[src/rtl/dbus_arbiter.sv]
// Round-robin arbiter sharing the core data bus between the LSU (M0) and an auxiliary master (M1).
// One transaction in flight; abandoned requests are drained and silent slaves are timed out.
module dbus_arbiter #(
  parameter int XLEN           = 32,
  parameter int TIMEOUT_CYCLES = 256
) (
  input  logic            clk,
  input  logic            rst_n,
  input  logic            m0_ld_req,
  input  logic            m0_st_req,
  input  logic [XLEN-1:0] m0_addr,
  input  logic [XLEN-1:0] m0_w_data,
  input  logic [1:0]      m0_st_ops,
  output logic            m0_ack,
  output logic            m0_err,
  output logic [XLEN-1:0] m0_r_data,
  input  logic            m1_ld_req,
  input  logic            m1_st_req,
  input  logic [XLEN-1:0] m1_addr,
  input  logic [XLEN-1:0] m1_w_data,
  input  logic [1:0]      m1_st_ops,
  output logic            m1_ack,
  output logic            m1_err,
  output logic [XLEN-1:0] m1_r_data,
  output logic            dbus_ld_req,
  output logic            dbus_st_req,
  output logic [XLEN-1:0] dbus_addr,
  output logic [XLEN-1:0] dbus_w_data,
  output logic [1:0]      dbus_st_ops,
  input  logic            dbus_ack,
  input  logic [XLEN-1:0] dbus_r_data,
  output logic            busy_o
);

  localparam bit TMO_EN = (TIMEOUT_CYCLES > 0);
  localparam int CNT_W  = TMO_EN ? $clog2(TIMEOUT_CYCLES + 1) : 1;
  localparam logic [CNT_W-1:0] TMO_LAST = TMO_EN ? CNT_W'(TIMEOUT_CYCLES - 1) : '0;

  typedef enum logic [1:0] {
    S_IDLE  = 2'd0,
    S_BUSY  = 2'd1,
    S_DRAIN = 2'd2
  } state_t;

  state_t            state_q;
  logic              last_grant_q;
  logic [CNT_W-1:0]  cnt_q;
  logic              dbus_ld_q;
  logic              dbus_st_q;
  logic [XLEN-1:0]   dbus_addr_q;
  logic [XLEN-1:0]   dbus_w_data_q;
  logic [1:0]        dbus_st_ops_q;
  logic              busy_q;

  logic m0_req, m1_req, gnt_req;
  logic grant_d;
  logic tmo_hit;
  logic done_busy;

  assign m0_req  = m0_ld_req | m0_st_req;
  assign m1_req  = m1_ld_req | m1_st_req;
  assign gnt_req = last_grant_q ? m1_req : m0_req;

  // On a tie the master that did not win last time is granted.
  assign grant_d = (m0_req && m1_req) ? ~last_grant_q : m1_req;

  // A coincident dbus_ack takes precedence over the timeout.
  assign tmo_hit   = TMO_EN && (cnt_q == TMO_LAST) && !dbus_ack;
  assign done_busy = (state_q == S_BUSY) && gnt_req && (dbus_ack || tmo_hit);

  assign m0_ack    = done_busy && !last_grant_q;
  assign m1_ack    = done_busy &&  last_grant_q;
  assign m0_err    = m0_ack && !dbus_ack;
  assign m1_err    = m1_ack && !dbus_ack;
  assign m0_r_data = (m0_ack && dbus_ack) ? dbus_r_data : '0;
  assign m1_r_data = (m1_ack && dbus_ack) ? dbus_r_data : '0;

  assign dbus_ld_req = dbus_ld_q;
  assign dbus_st_req = dbus_st_q;
  assign dbus_addr   = dbus_addr_q;
  assign dbus_w_data = dbus_w_data_q;
  assign dbus_st_ops = dbus_st_ops_q;
  assign busy_o      = busy_q;

  always_ff @(posedge clk or negedge rst_n) begin
    if (!rst_n) begin
      state_q       <= S_IDLE;
      last_grant_q  <= 1'b1;
      cnt_q         <= '0;
      dbus_ld_q     <= 1'b0;
      dbus_st_q     <= 1'b0;
      dbus_addr_q   <= '0;
      dbus_w_data_q <= '0;
      dbus_st_ops_q <= '0;
      busy_q        <= 1'b0;
    end else begin
      case (state_q)
        S_IDLE: begin
          if (m0_req || m1_req) begin
            state_q       <= S_BUSY;
            busy_q        <= 1'b1;
            last_grant_q  <= grant_d;
            cnt_q         <= '0;
            dbus_ld_q     <= grant_d ? m1_ld_req : m0_ld_req;
            dbus_st_q     <= grant_d ? m1_st_req : m0_st_req;
            dbus_addr_q   <= grant_d ? m1_addr   : m0_addr;
            dbus_w_data_q <= grant_d ? m1_w_data : m0_w_data;
            dbus_st_ops_q <= grant_d ? m1_st_ops : m0_st_ops;
          end
        end
        S_BUSY, S_DRAIN: begin
          if (dbus_ack || tmo_hit) begin
            state_q       <= S_IDLE;
            busy_q        <= 1'b0;
            dbus_ld_q     <= 1'b0;
            dbus_st_q     <= 1'b0;
            dbus_addr_q   <= '0;
            dbus_w_data_q <= '0;
            dbus_st_ops_q <= '0;
          end else begin
            if (TMO_EN) cnt_q <= cnt_q + CNT_W'(1);
            // A flushed master leaves the downstream request running until it resolves.
            if (state_q == S_BUSY && !gnt_req) state_q <= S_DRAIN;
          end
        end
        default: begin
          state_q <= S_IDLE;
          busy_q  <= 1'b0;
        end
      endcase
    end
  end

endmodule

[config.mk]
export PLATFORM = sky130hd
export DESIGN_NAME = dbus_arbiter
export DESIGN_NICKNAME = d
export VERILOG_FILES = /design/src/rtl/dbus_arbiter.sv
export SDC_FILE = /design/constraint.sdc
export NUM_CORES = 1
export LEC_CHECK = 0
export BUFFER_PORTS_ARGS = -buffer_cell sky130_fd_sc_hd__buf_4
export CORE_AREA = 2 2 120 122
export DETAILED_ROUTE_END_ITERATION = 8
export DIE_AREA = 0 0 122 124
export PLACE_DENSITY = 0.65
export SYNTH_ARGS = -nofsm -noshare
export SYNTH_HDL_FRONTEND = slang
export SYNTH_SLANG_ARGS = --single-unit
[constraint.sdc]
create_clock -name clk -period 2.3 [get_ports clk]
set_input_delay 0.345 -clock clk [delete_from_list [all_inputs] [get_ports clk]]
set_output_delay 0.345 -clock clk [all_outputs]
set_load 0.01 [all_outputs]
======== Yosys cells after proc, flatten, opt, wreduce, memory -nomap -nowiden ========
Index checks and enable logic that the tools add are counted.
storage, ports and cells
  register bits after elaboration ......... 81
  bits of input ports ..................... 171
  output and inout port bits .............. 137
  word-level logic and storage cells ...... 75
cells by class
  add/sub/neg operators ................... 1
  equality and inequality tests ........... 7
  multiplexer cells ....................... 31
  bitwise operators ....................... 3
  reduce and logical (&&, ||, !) cells .... 24
operators with widths
  operator               count
  $mux W32               7
  $pmux W32 S2           2
  $mux W9                2
  $pmux W9 S2            1
  $mux W2                6
  $logic_and A1 B1 Y1    11
  $add A9 B1 Y9 const B  1
  $eq A9 B8 Y1 const B   1
  $mux W1                8
  $pmux W2 S2            2
  $ne A2 B2 Y1 const B   3
  $pmux W1 S2            3
  $reduce_and A2 Y1      3
  $reduce_and A3 Y1      2
  $logic_not A1 Y1       3
  $ne A3 B3 Y1 const B   1
  $eq A2 B1 Y1 const B   1
  $eq A2 B2 Y1 const B   1
  $logic_not A2 Y1       1
  $logic_or A1 B1 Y1     2
  $or A1 B1 Y1           2
  $reduce_bool A2 Y1     1
  $reduce_or A2 Y1       1
  $not A1 Y1             1

======== Depth between registers and ports, before layout ========
  depth after elaboration ................. 7
  depth in mapped cells ................... 9
  depth with buffers taken out ............ 7

======== Worst setup path before layout ========
OpenSTA, ideal clock, no wires.
  kind .................................... reg-to-reg
  start ................................... register cnt_q[0]
  end ..................................... register cnt_q[8]
  setup time .............................. 0.094 ns
  arrival time ............................ 2.075 ns
  required time ........................... 2.206 ns
  path slack .............................. 0.131 ns
  stages on the path, launching flop included .. 9
  path buffers ............................ 1
  clock period less this slack ............ 2.169 ns
  cell sequence ........................... dfrtp_1 ha_1 and4_1 ha_1 or3b_2 clkbuf_1 a21oi_1 nor2_1 a211oi_1
between the ends
  longest elaborated chain between the ends .. 5
  elaborated cells between the ends (all ways) .. 8
  those cells by class .................... 1 x add/sub; 2 x eq/ne; 2 x mux; 3 x reduce/logical
ends and longest elaborated chain
  item                                                   RTL line  RTL
  start, declared                                        47        logic [CNT_W-1:0] cnt_q;
  start signal, assigned                                 121       if (TMO_EN) cnt_q <= cnt_q + CNT_W'(1);
  branches (longest 5 deep; another with $add A9 B1 Y9)  n/a
Parallel ways; which one is timed is not known. The select of a mux whose other input is x is not followed.
A chain may end at the register's enable or synchronous reset.

======== Worst setup path in the final report ========
  start ................................... register cnt_q[5]
  end ..................................... register cnt_q[3]
between the ends
  longest elaborated chain between the ends .. 5
ends and longest elaborated chain
  item                         RTL line  RTL
  $eq A9 B8 Y1                 68        assign tmo_hit = TMO_EN && (cnt_q == TMO_LAST) && !dbus_ack;
  $logic_and A1 B1 Y1          68
  $logic_or A1 B1 Y1           112       if (dbus_ack || tmo_hit) begin
  $ne A2 B2 Y1 (no line)       n/a
  $reduce_and A3 Y1 (no line)  n/a
No other way between the ends.

==> impl_metrics.ini <==
[outcome]
outcome = complete, no violations

[grt]
grt_overflow_total = 0
grt_pass1_vias = 4634
grt.total_usage_pct = 19.37
grt_max_degree = 50
grt_pass1_wl_um = 22810
antenna_found_initial = 0

[worst_setup_path]
required_ns = 2.55
slowest_delay_ns = 0.48
crit_type = reg -> reg
cp_slowest_cell = or4_1
critPathBufInv = 0
r2r_setup_slack_ns = 0.12
crit_fanout = 10
start_kind = flip-flop
arrival_ns = 2.43
cpMostUsedCell = and4_1
worstPathCellList = and4_1 > and4_1 > ha_2 > nor3b_4 > nor2_4 > or4_1 > a21oi_1
crit_path_end_kind = flip-flop
critPathTopFamily = simple AND/OR/NAND/NOR gates

[finish]
utilization_pct = 53.74
syn2layout_area_growth_pct = 63.42
fillers = 1252
layout.nets = 957
layout_common_cells = 321 x buf_4, 80 x dfrtp_1, 75 x nand2_1
drive_above_1_share_pct = 45.24
antenna_cells = 0
mostFrequentLayoutCell = buf_4

[logic_synthesis]
synth-xor-area-share_pct = 0
synth_fa_ha_area_share_pct = 1.109
synthMuxAreaShare_pct = 15.09
synth_top_family_by_area = simple AND/OR/NAND/NOR gates
synth_edf_count = 0
synth_nets = 651
synth-compound-area-share_pct = 12.59
syn-cell-area_sq_um = 4512
ys_seq_area_share_pct = 44.95
postSynth.asyncResetShare_pct = 100.0
ys.flop_type = dfrtp_1
yosys.area_share.simple_pct = 20.97
synth_seq_cells = 81
syn-mean-instance-area_sq_um = 9.479
post_synth_inst_count = 476
ys_types = 47
yosys_warnings = 0

[floorplan]
rows = 43
coreArea_sq_um = 13720
io_pins = 308
die_y_um = 124
die_area_sq_um = 15130
die_w_um = 122
start_util_pct = 32.89

[timing]
tightest_slew_ns = 0.5753
max_clock_freq_ghz = 0.4590
relSlewSlack_pct = 61.33
final-max-slew-violation-count = 0
rsz0062_at_grt = true
min_period_ns = 2.179
setup_viol = 0
hold_viol_final = 0
fin_hold_ws_ns = 0.2824
finClkSkew_ns = 0.007347
finalCritPeriodShare_pct = 94.73

[clocking]
cts_made_buffers = 9
cts_root_buf = clkbuf_16
cts_tree = yes
ctsHtreeMaxLevel = 3
cts_buffer_depth = 2
path_clk_slew_ns = 0.06
cts_num_sinks = 81
insertion_delay_ns = 0.33

[routing]
drt_iter0_markers = 332
firstDrtPassIters = 4
routed_wl_um = 15340
num_vias = 4672
drcViolationCount = 0
antenna_left = 0
routedWlPerCell_um = 15.86
vias_per_cell = 4.831

[power]
power_frac_clock_pct = 18.9
peakVddDrop_uv = 579.5
intPower_uw = 4577
p_comb_share_pct = 52.1
swShare_pct = 38.85
power_frac_seq_pct = 29.1
leakage_uw = 0.003826
power.switching_uw = 2908
power_density_nw_per_um2 = 1015

[placed_design]
dp_hpwl_um = 11990
portBuffers = 307
gp_congestion = 0.8127

[hold_path]
hold_class = in -> reg

[job]
max_cap_viol_count = 0
## Yosys cell counts, types with 2 or more instances
library cell	count	share of area, %
and2_1	65	9.0
a21boi_0	2	0.33
and4_1	2	0.39
a21oi_1	8	0.89
clkbuf_2	6	0.67
nand2b_1	5	0.69
nand2_1	75	6.2
buf_4	4	0.67
buf_2	5	0.55
nor3_1	2	0.22
clkbuf_1	12	1.0
o21bai_1	2	0.33
mux2i_1	68	15
nand3_1	5	0.55
ha_1	4	1.1
o21ai_0	31	3.4
nor2_1	14	1.2
buf_8	4	1.3
or4_1	3	0.50
inv_1	7	0.58
o31ai_1	4	0.67
o21ai_1	40	4.4
a31oi_1	3	0.42
buf_6	2	0.50
dfrtp_1	80	44
nand4_1	2	0.28
## routing by layer
metal | vias to the layer above | global-route usage [%] | wire, um
met5 | - | 0 | 0
li1 | 2243 | - | -
met3 | 22 | 4.579 | 1369
met1 | 2169 | 21.98 | 5765
met2 | 238 | 35.86 | 7907
met4 | 0 | 6.178 | 294
## registers in the layout, summed over array words and instances, names as in the netlist
register      flops
dbus_addr        32
dbus_st_ops       2
dbus_w_data      32
busy_o            1
dbus_st_req       1
last_grant_q      1
dbus_ld_req       1
state_q           2
cnt_q             9
## worst paths after layout
check	start	to	depth (start not counted)
setup / recovery	cnt_q[5]	cnt_q[3]	7
hold / removal	m0_addr[8]	dbus_addr[8]	3
setup reg to reg	cnt_q[5]	cnt_q[3]	7
hold reg to reg	dbus_st_req	dbus_st_req	2
max in group asynchronous	rst_n	last_grant_q	3
min in group asynchronous	rst_n	dbus_w_data[18]	2
## power by group through the flow
stage	clock (uW)	sequential [uW]	combinational (uW)
after global routing	1540	2230	4280
after CTS	1460	2180	3890
final	1410	2180	3900
after detailed placement	0	2200	3870
after global placement	0	2170	3800
after floorplan	0	2380	2000
## timing repair
action	in CTS	in global routing
hold buffers	1	0
buffers inserted	1	3
endpoints found under the hold margin	27	0
resized for setup	3	9
cloned	0	1
endpoints found under the setup margin	24	58
pin swaps	2	1
## cells by family after synthesis
kind of cell    count (synthesis)
simple gates                  183
compound gates                100
flops                          81
mux                            68
buf+inv                        40
fa+ha+maj                       4
## layout make-up
type                       instances  area, sq um  area share [%]
timing repair buffer             328         2522           34.21
multi-input combinational        355         2276           30.87
sequential                        81         2028           27.51
clock buffer                      10        229.0           3.105
tap                              180        225.2           3.054
clock inverter                     6        66.31          0.8994
inverter                           7        26.28          0.3564
## worst min-delay path: cells and delay by family
kind	cells	cell delay [ns]
multiplexers	1	0.05
AO/OA/AOI/OAI	1	0.10
buffers and inverters	1	0.08
## per-stage QoR
stage	power (uW)	TNS [ns]	instances	cell area, sq um	setup slack, ns
floorplan	4385	0	476	4512	0.1313
global placement	5974	0	945	6992	0.07947
detailed placement	6071	-0.02183	945	6992	-0.01741
CTS	7534	0	963	7315	0.03484
global route	8054	-0.04216	967	7373	-0.01047
finish	7484	0	967	7373	0.1212
(Power assumes the default switching activity.)
